## src/rtl/wb_commit.sv

```systemverilog
// Writeback commit: buffers ALU/LSU results in a FIFO, drives the register-file
// write port one entry per cycle and keeps a busy scoreboard for decode stalls.
// Optional feature macro: WB_FWD_EN (lookup of buffered results for forwarding).
// Ports:
//   i_clk, i_rst_n             clock, synchronous active-low reset
//   i_alu_* / o_alu_ready      ALU result handshake (lower priority)
//   i_lsu_* / o_lsu_ready      load result handshake (higher priority)
//   i_issue_valid/i_issue_rd   decode marks a destination as pending
//   i_wb_hold                  suppress writes while the port is borrowed
//   o_rd_addr/o_rd_data        FIFO head; o_write_en pops it
//   o_busy, o_full             scoreboard and FIFO-full flag
//   i_rsN_addr/o_fwdN_*        forwarding lookup (zero unless WB_FWD_EN)
module wb_commit #(
    parameter int DEPTH = 4,
    parameter int XLEN  = 32
) (
    input  logic            i_clk,
    input  logic            i_rst_n,
    input  logic            i_alu_valid,
    input  logic [4:0]      i_alu_rd,
    input  logic [XLEN-1:0] i_alu_data,
    output logic            o_alu_ready,
    input  logic            i_lsu_valid,
    input  logic [4:0]      i_lsu_rd,
    input  logic [XLEN-1:0] i_lsu_data,
    output logic            o_lsu_ready,
    input  logic            i_issue_valid,
    input  logic [4:0]      i_issue_rd,
    input  logic            i_wb_hold,
    output logic [4:0]      o_rd_addr,
    output logic [XLEN-1:0] o_rd_data,
    output logic            o_write_en,
    output logic [31:0]     o_busy,
    output logic            o_full,
    input  logic [4:0]      i_rs1_addr,
    input  logic [4:0]      i_rs2_addr,
    output logic            o_fwd1_hit,
    output logic [XLEN-1:0] o_fwd1_data,
    output logic            o_fwd2_hit,
    output logic [XLEN-1:0] o_fwd2_data
);

    localparam int AW = $clog2(DEPTH);
    localparam int CW = AW + 1;

    logic [4:0]      rd_q   [DEPTH];
    logic [XLEN-1:0] data_q [DEPTH];
    logic [AW-1:0]   wptr_q;
    logic [AW-1:0]   rptr_q;
    logic [CW-1:0]   count_q;
    logic [31:0]     busy_q;

    logic            full;
    logic            empty;
    logic            lsu_acc;
    logic            alu_acc;
    logic [4:0]      push_rd;
    logic [XLEN-1:0] push_data;
    logic            push;
    logic            pop;
    logic [31:0]     busy_set;
    logic [31:0]     busy_clr;
    logic [31:0]     busy_nxt;

    assign full  = (count_q == CW'(DEPTH));
    assign empty = (count_q == '0);

    assign o_lsu_ready = ~full;
    assign o_alu_ready = ~full & ~i_lsu_valid;

    assign lsu_acc = i_lsu_valid & ~full;
    assign alu_acc = i_alu_valid & ~full & ~i_lsu_valid;

    assign push_rd   = i_lsu_valid ? i_lsu_rd   : i_alu_rd;
    assign push_data = i_lsu_valid ? i_lsu_data : i_alu_data;

    // x0 results complete the handshake but are dropped here.
    assign push = (lsu_acc | alu_acc) & (push_rd != 5'd0);
    assign pop  = ~empty & ~i_wb_hold;

    assign o_write_en = pop;
    assign o_rd_addr  = empty ? 5'd0 : rd_q[rptr_q];
    assign o_rd_data  = empty ? '0   : data_q[rptr_q];
    assign o_full     = full;
    assign o_busy     = busy_q;

    always_comb begin
        busy_set = '0;
        busy_clr = '0;
        if (i_issue_valid && i_issue_rd != 5'd0) begin
            busy_set = 32'd1 << i_issue_rd;
        end
        if (pop) begin
            busy_clr = 32'd1 << o_rd_addr;
        end
        // Applying the set after the clear makes a same-edge set win.
        busy_nxt = ((busy_q & ~busy_clr) | busy_set) & ~32'd1;
    end

    always_ff @(posedge i_clk) begin
        if (!i_rst_n) begin
            wptr_q  <= '0;
            rptr_q  <= '0;
            count_q <= '0;
            busy_q  <= '0;
        end else begin
            if (push) begin
                wptr_q <= wptr_q + 1'b1;
            end
            if (pop) begin
                rptr_q <= rptr_q + 1'b1;
            end
            count_q <= count_q + CW'(push) - CW'(pop);
            busy_q  <= busy_nxt;
        end
    end

    // Storage needs no reset: pointers and count define what is valid.
    always_ff @(posedge i_clk) begin
        if (push) begin
            rd_q[wptr_q]   <= push_rd;
            data_q[wptr_q] <= push_data;
        end
    end

`ifdef WB_FWD_EN
    // Scan oldest to youngest so the last match seen is the youngest.
    always_comb begin
        o_fwd1_hit  = 1'b0;
        o_fwd1_data = '0;
        o_fwd2_hit  = 1'b0;
        o_fwd2_data = '0;
        for (int i = 0; i < DEPTH; i++) begin
            if (CW'(i) < count_q) begin
                if (i_rs1_addr != 5'd0 &&
                    rd_q[rptr_q + AW'(i)] == i_rs1_addr) begin
                    o_fwd1_hit  = 1'b1;
                    o_fwd1_data = data_q[rptr_q + AW'(i)];
                end
                if (i_rs2_addr != 5'd0 &&
                    rd_q[rptr_q + AW'(i)] == i_rs2_addr) begin
                    o_fwd2_hit  = 1'b1;
                    o_fwd2_data = data_q[rptr_q + AW'(i)];
                end
            end
        end
    end
`else
    logic unused_fwd;
    assign unused_fwd  = ^{i_rs1_addr, i_rs2_addr};
    assign o_fwd1_hit  = 1'b0;
    assign o_fwd1_data = '0;
    assign o_fwd2_hit  = 1'b0;
    assign o_fwd2_data = '0;
`endif

    // A second issue to a pending rd is illegal unless it is retiring now.
    issue_unique: assert property (
        @(posedge i_clk) disable iff (!i_rst_n)
        (i_issue_valid && i_issue_rd != 5'd0) |->
        (!busy_q[i_issue_rd] || (pop && o_rd_addr == i_issue_rd))
    );

endmodule

```

## config.mk

```make
export PLATFORM = sky130hd
export DESIGN_NAME = wb_commit
export DESIGN_NICKNAME = d
export VERILOG_FILES = /design/src/rtl/wb_commit.sv
export SDC_FILE = /design/constraint.sdc
export NUM_CORES = 1
export LEC_CHECK = 0
export BUFFER_PORTS_ARGS = -buffer_cell sky130_fd_sc_hd__buf_2
export CAP_MARGIN = 20
export CORE_ASPECT_RATIO = 1.4
export CORE_MARGIN = 2
export CORE_UTILIZATION = 57
export DETAILED_ROUTE_END_ITERATION = 8
export HOLD_SLACK_MARGIN = 0.05
export PLACE_DENSITY = 0.83
export SYNTH_ARGS = -nofsm -noshare
export SYNTH_HDL_FRONTEND = slang
export SYNTH_SLANG_ARGS = --single-unit
```

## constraint.sdc

```tcl
create_clock -name i_clk -period 5.8 [get_ports i_clk]
set_input_delay 0.87 -clock i_clk [delete_from_list [all_inputs] [get_ports i_clk]]
set_output_delay 0.87 -clock i_clk [all_outputs]
set_load 0.01 [all_outputs]
```

==> impl_results.md, run 1 <==
* # setup viols final at 0
* DIE WIDTH at about 110 um
* Skew final at around 0.013 ns
* CP arrival at between 4 and 5 ns
* M2 GR Usage at 0.389
* Largest fanout on the critical path at slightly above 40
* Total GRT Usage at 0.223
* Chip Height at approximately 150 um
* Post-route antenna net violation count at 0
* Final WL at between 15000 and 20000 um
* Clock Pin Slew Worst Setup and Hold Paths at around 0.070 ns
* Synth unique cells at 39
* CP top delay family: adder cells
* DP Area at roughly 9100 um2
* 1st-iter DRT viols at around 380
* Global route overflow at 0
* Period utilization at 0.673
* Fillers at about 1000
* Setup TNS at 0 ns
* Outcome: finished clean
* Final Core Density at 0.668
* Diodes inserted at 0
* FF+latch count, synth at between 150 and 200
* Cts hold-fix bufs at 0
* DIE AREA at between 15000 and 20000 um2
* Top_reg_cell synth: edfxtp_1
* CTS tree: yes
* Asr flop ratio synth at 0
* Final hold vios at 0
* Routed len/inst at approximately 19 um
* Worst Path Required at ~6.1 ns
* MaxCap Viol Count at 0
* Setup Buffers After CTS at 0
* Largest net degree at the start of global routing at 43
* Mapped Cells at 561
* PD cells at around 420 nW/um2
* Gates resized, CTS repair at 0
* Met3 Use GR at 0.0564
* Fin area at approximately 9600 um2
* Worst-Margin Slew at between 1 and 1.5 ns
* Antenna violations before repair at 0
* Fin. max-slew vios at 0
* Core ar. at about 14000 um2
* Static leakage at about 3.7 nW
* Critical path capture point type: register
* Register area share after synthesis at 0.625
* Worst path max stage delay at about 0.75 ns
* Starting Density at 0.581
* Clock Tree Root: clkbuf_16
* GRT Max-Usage Layer: met2
* Port Buf Inserts at approximately 160
* Global-route wire length before repair at approximately 26000 um
* Mapped cell area at roughly 8400 um2
* Detailed Place HPWL at between 10000 and 15000 um
* EDFF count, synth at 148
* Number of global-route vias before repair at around 5100
* Ratio of cells with drive above 1 in the final layout at 0.374
* CP Cell Sequence: buf_2, mux2_2, nor3_1, a211oi_1, inv_1, ha_1, inv_1, ha_1, fa_1, xnor2_1, xnor2_1, and2_1
* Min-delay worst type: register to register
* Crit start category: input pin
* H-tree Lvls at 4
* YS warnings at 0
* Unrepaired setup endpoints after global routing: false
* Clk Latency, worst-skew pair at approximately 0.43 ns
* Max IR drop VDD at around 0.00026 V
* WP buf/inv at 3
* Drt pass-1 iters at 5
* Vias per inst at ~5.4
* CTS buffer count at 17
* Max Root-Sink Buffers at 2
* Peak Freq at around 260 MHz
* Grt met1 use at 0.267
* Clk sink count at 188
* DRC at 0
* Num rows at 52
* Syn Area/Cell at 15.0 um2
* Post-route minimum period at between 3 and 4 ns
* Relative slew slack at 0.317
* I/O pin cnt at 234
* Critical Path Slowest Stage Cell: buf_2
* Final net count at ~810
* Area grow syn2layout at 14.9%
* Vias at just under 5000
* Crit Path Class: input pin to register
* Gpl congestion at between 0.8 and 0.9
layout make-up:
type | instances | area (um2) | area share
Clock inverter | 14 | 145 | 0.0150
Clock buffer | 17 | 425 | 0.0441
Sequential cell | 188 | 5250 | 0.544
Multi-Input combinational cell | 338 | 2760 | 0.286
Tap cell | 189 | 236 | 0.0245
Inverter | 8 | 30.0 | 0.00311
Timing Repair Buffer | 159 | 803 | 0.0832
per-stage QoR:
step	power [mW]	hold WS, ns	cells	setup slack [ns]
2_1_floorplan	2.61	0.468	627	2.49
3_3_place_gp	2.95	0.458	882	1.55
3_5_place_dp	3.00	0.463	882	1.43
4_1_cts	4.12	0.473	913	1.87
5_1_grt	4.27	0.501	913	1.61
6_report	4.09	0.483	913	1.89
metal layers:
layer,part of all wire,vias up
li1,-,2252
met2,0.52,264
met5,0,-
met1,0.38,2422
met4,0.024,0
met3,0.076,37
worst paths after layout:
kind,slack [ns],startpoint,cells after the start,endpoint
max reg2reg,2.72,register,5,o_busy[12]
min reg2reg,0.48,o_busy[10],2,o_busy[10]
max,1.89,i_lsu_valid,12,count_q[2]
min,0.48,o_busy[10],2,o_busy[10]
logic make-up after synthesis:
logic type               share of synthesized area
buffers and inverters                       0.0765
other                                     0.000447
XOR/XNOR                                   0.00417
flip-flops                                   0.625
AND/OR/NAND/NOR                             0.0812
adder cells (fa/ha/maj)                     0.0113
AO/OA/AOI/OAI                               0.0504
multiplexers                                 0.151
worst register-to-register path, cell delays in order, from the launching register on:
cell and delay, ns:
dfxtp_2 0.90, buf_4 0.42, mux4_2 0.61, or4b_1 0.68
o21ai_0 0.27, a21boi_1 0.09
power by group:
group	switching (mW)	internal [mW]
clock network	0.541	0.573
registers	0.118	1.71
logic	0.630	0.513
cell usage after synthesis (5+ instances only):
| cell | instances | area [um2] |
|---|---|---|
| or4b_1 | 6 | 60.1 |
| a21boi_1 | 25 | 188 |
| and2_1 | 48 | 300 |
| dfxtp_1 | 40 | 801 |
| buf_4 | 67 | 503 |
| nor2_1 | 8 | 30.0 |
| nor3b_1 | 5 | 37.5 |
| mux2_2 | 37 | 417 |
| mux4_2 | 37 | 833 |
| inv_1 | 8 | 30.0 |
| edfxtp_1 | 148 | 4440 |
| nand2_1 | 39 | 146 |
| clkbuf_1 | 19 | 71.3 |
| ha_1 | 6 | 75.1 |
| o21ai_0 | 25 | 125 |
sequential cells by signal, indices dropped and copies added, names as in the netlist, named ones only:
| register | cells |
|---|---|
| wptr_q | 2 |
| rptr_q | 2 |
| count_q | 3 |
| rd_q | 20 |
| o_busy | 31 |
| data_q | 128 |
layout by cell type, fill, tap and decap left out, types with 2 or more instances in the layout:
cell        instances
nor2_1              8
and2_1             44
o21ai_0            25
buf_2             156
clkinvlp_4          2
and2_2              4
clkbuf_16          17
dfxtp_2             2
clkinv_8            2
inv_1               8
dfxtp_1            38
nor3b_1             5
edfxtp_1          148
mux2_2             37
inv_8               4
conb_1             67
nand2_1            39
a21boi_1           25
xnor2_1             2
a21boi_0            4
mux2i_1             2
nor3_1              4
nand4bb_1           3
o211ai_1            2
or4b_1              6
nand2b_1            2
inv_6               5
ha_1                6
xor2_1              2
buf_4               3
nor2b_1             2
o41ai_1             2
mux4_2             37
(Power assumes the default switching activity.)
==> run 2: changes to the inputs <==
- CORE_UTILIZATION: 57 -> 52
- PLACE_DENSITY: 0.83 -> 0.77
- clock period: 5.8 -> 4.1 ns (I/O delays scaled with it)
==> run 2 against run 1 <==
Effect of this change: via count rose by 0.76%; setup slack got worse by 0.86 ns; core utilization decreased by 6.0 points; cell count increased by 1.6%; critical path depth shrank 8; clock skew decreased by 0.0061 ns; sequential share of layout area is 0.30 points lower; highest routed layer unchanged.
==> impl_results.md, run 2 (synthesis results as in run 1) <==
* Outcome: finished clean
* Clk sink count at 188 (unchanged)
* Post-route antenna net violation count at 0 (unchanged)
* Gpl congestion at 0.862 (+0.60%)
* PD cells at 599 nW/um2 (+41%)
* Largest fanout on the critical path at 19 (-54%)
* H-tree Lvls at 4 (unchanged)
* Max Root-Sink Buffers at 2 (unchanged)
* Sw power at 1.79 mW (+39%)
* Cell-internal power at 4.02 mW (+44%)
* Cts hold-fix bufs at 0 (unchanged)
* Min-delay worst type: register to register
* Setup Buffers After CTS at 0 (unchanged)
* Clock Tree Root: clkbuf_16
* Fin area at 9700 um2 (+0.56%)
* CTS tree: yes
* Setup TNS at 0 ns (unchanged)
* Num rows at 55 (+5.8%)
* Global-route wire length before repair at 25800 um (-2.1%)
* Switching Fraction at 0.309 (-0.00696)
* I/O pin cnt at 234 (unchanged)
* Ratio of cells with drive above 1 in the final layout at 0.377 (+0.00292)
* Gates resized, CTS repair at 0 (unchanged)
* Final net count at 818 (+0.49%)
* Final hold vios at 0 (unchanged)
* Crit start category: register
* DP Area at 9120 um2 (+0.47%)
* # setup viols final at 0 (unchanged)
* Comb power frac at 0.282 (+0.002)
* Clock Pin Slew Worst Setup and Hold Paths at 0.07 ns (about the same)
* Unrepaired setup endpoints after global routing: false
* Fin. max-slew vios at 0 (unchanged)
* Detailed Place HPWL at 11300 um (+0.50%)
* DIE AREA at 17200 um2 (+9.3%)
* CP Cell Sequence: buf_4, mux4_2, and2_1, buf_2
* Drt pass-1 iters at 5 (unchanged)
* WP buf/inv at 2 (-1)
* Largest net degree at the start of global routing at 43 (unchanged)
* CP arrival at 2.45 ns (-1.78 ns)
* Diodes inserted at 0 (unchanged)
* DRC at 0 (unchanged)
* Peak Freq at approximately 330 MHz
* Chip Height at 154 um (+4.6%)
* Critical Path Slowest Stage Cell: dfxtp_2
* Skew final at 0.00720 ns (-0.00608 ns)
* Critical path capture point type: primary output
* Static leakage at 3.70 nW (+0.71%)
* Final WL at 16800 um (-3.0%)
* Vias per inst at 5.40 (-0.86%)
* Starting Density at 0.526 (-0.0554)
* Post-route minimum period at 3.07 ns
* Max reg flops at 128 (unchanged)
* 1st-iter DRT viols at 381 (unchanged)
* Antenna violations before repair at 0 (unchanged)
* Clock share of power at 0.278 (+0.005)
* Crit Path Class: register to primary output
* Worst-Margin Slew at 1.04 ns (+0.0190 ns)
* Number of global-route vias before repair at 4943 (-3.1%)
* Most common cell after layout, fill and taps aside: buf_2
* Period utilization at 0.748
* Area grow syn2layout at 15.6%
* Reg with most FFs: data_q
* MaxCap Viol Count at 0 (unchanged)
* Commonest cells after routing, fill and taps aside: 156 x buf_2, 148 x edfxtp_1, 67 x conb_1
* Fillers at 1195 (+18%)
* Max IR drop VDD at 0.000345 V (+32%)
* Routed len/inst at 18.1 um (-4.5%)
* Total GRT Usage at 0.197 (-0.0265)
* CP top delay family: flip-flops
* DIE WIDTH at 111 um (+4.5%)
* Worst Path Required at 3.48 ns (-2.64 ns)
* CTS buffer count at 17 (unchanged)
* Clk Latency, worst-skew pair at 0.43 ns (about the same)
* Port Buf Inserts at 156 (unchanged)
* Relative slew slack at 0.305 (-0.0127)
* Vias at 5013 (+0.76%)
* Min-Delay Startpoint: o_busy[8]
* Global route overflow at 0 (unchanged)
* Worst path max stage delay at 0.77 ns (+0.02 ns)
* Final hold slack at 0.476 ns (-0.00715 ns)
* Core ar. at 16000 um2 (+11%)
* Reg power frac at 0.440 (-0.008)
## run 2: power groups by stage
stage	clock [mW]	combinational, mW	sequential (mW)
2_1_floorplan	0	1.19	2.51
3_3_place_gp	0	1.62	2.58
3_5_place_dp	0	1.65	2.61
4_1_cts	1.63	1.66	2.56
5_1_grt	1.70	1.78	2.59
6_report	1.61	1.64	2.55
## run 2: area by class of cell
cell class	instances	area (um2)	share of cell area
repair buffers	163	833	0.0859
flip-flops and latches	188	5250	0.541
clock inverters	14	153	0.0157
multi-input cells	338	2760	0.285
well taps	199	249	0.0257
inverters	8	30.0	0.00309
clock buffers	18	429	0.0442
## run 2: metal layers
| layer | GRT usage | routed length, um | share of wire | vias to the layer above |
|---|---|---|---|---|
| li1 | - | - | - | 2264 |
| met1 | 0.237 | 6530 | 0.39 | 2449 |
| met2 | 0.333 | 8490 | 0.51 | 263 |
| met3 | 0.0537 | 1290 | 0.077 | 37 |
| met4 | 0.0864 | 457 | 0.027 | 0 |
| met5 | 0 | 0 | 0 | - |
## run 2: through the flow
| step | worst slack [ns] | total power, mW | utilization | cells |
|---|---|---|---|---|
| 2_1_floorplan | 1.04 | 3.70 | - | 627 |
| 3_3_place_gp | 0.779 | 4.20 | 0.571 | 896 |
| 3_5_place_dp | 0.686 | 4.26 | 0.571 | 896 |
| 4_1_cts | 0.936 | 5.86 | 0.608 | 928 |
| 5_1_grt | 0.817 | 6.08 | 0.608 | 928 |
| 6_report | 1.03 | 5.81 | 0.608 | 928 |
## run 2: worst paths after layout
kind | end | slack (ns) | cells after the start
min | o_busy[8] | 0.48 | 2
max reg2reg | o_busy[12] | 1.46 | 4
min reg2reg | o_busy[8] | 0.48 | 2
max | o_rd_data[6] | 1.03 | 4
## run 2: tightest hold or removal path: stages, from the launching register on
cell	delay, ns
dfxtp_1	0.32
o41ai_2	0.05
a21boi_1	0.06
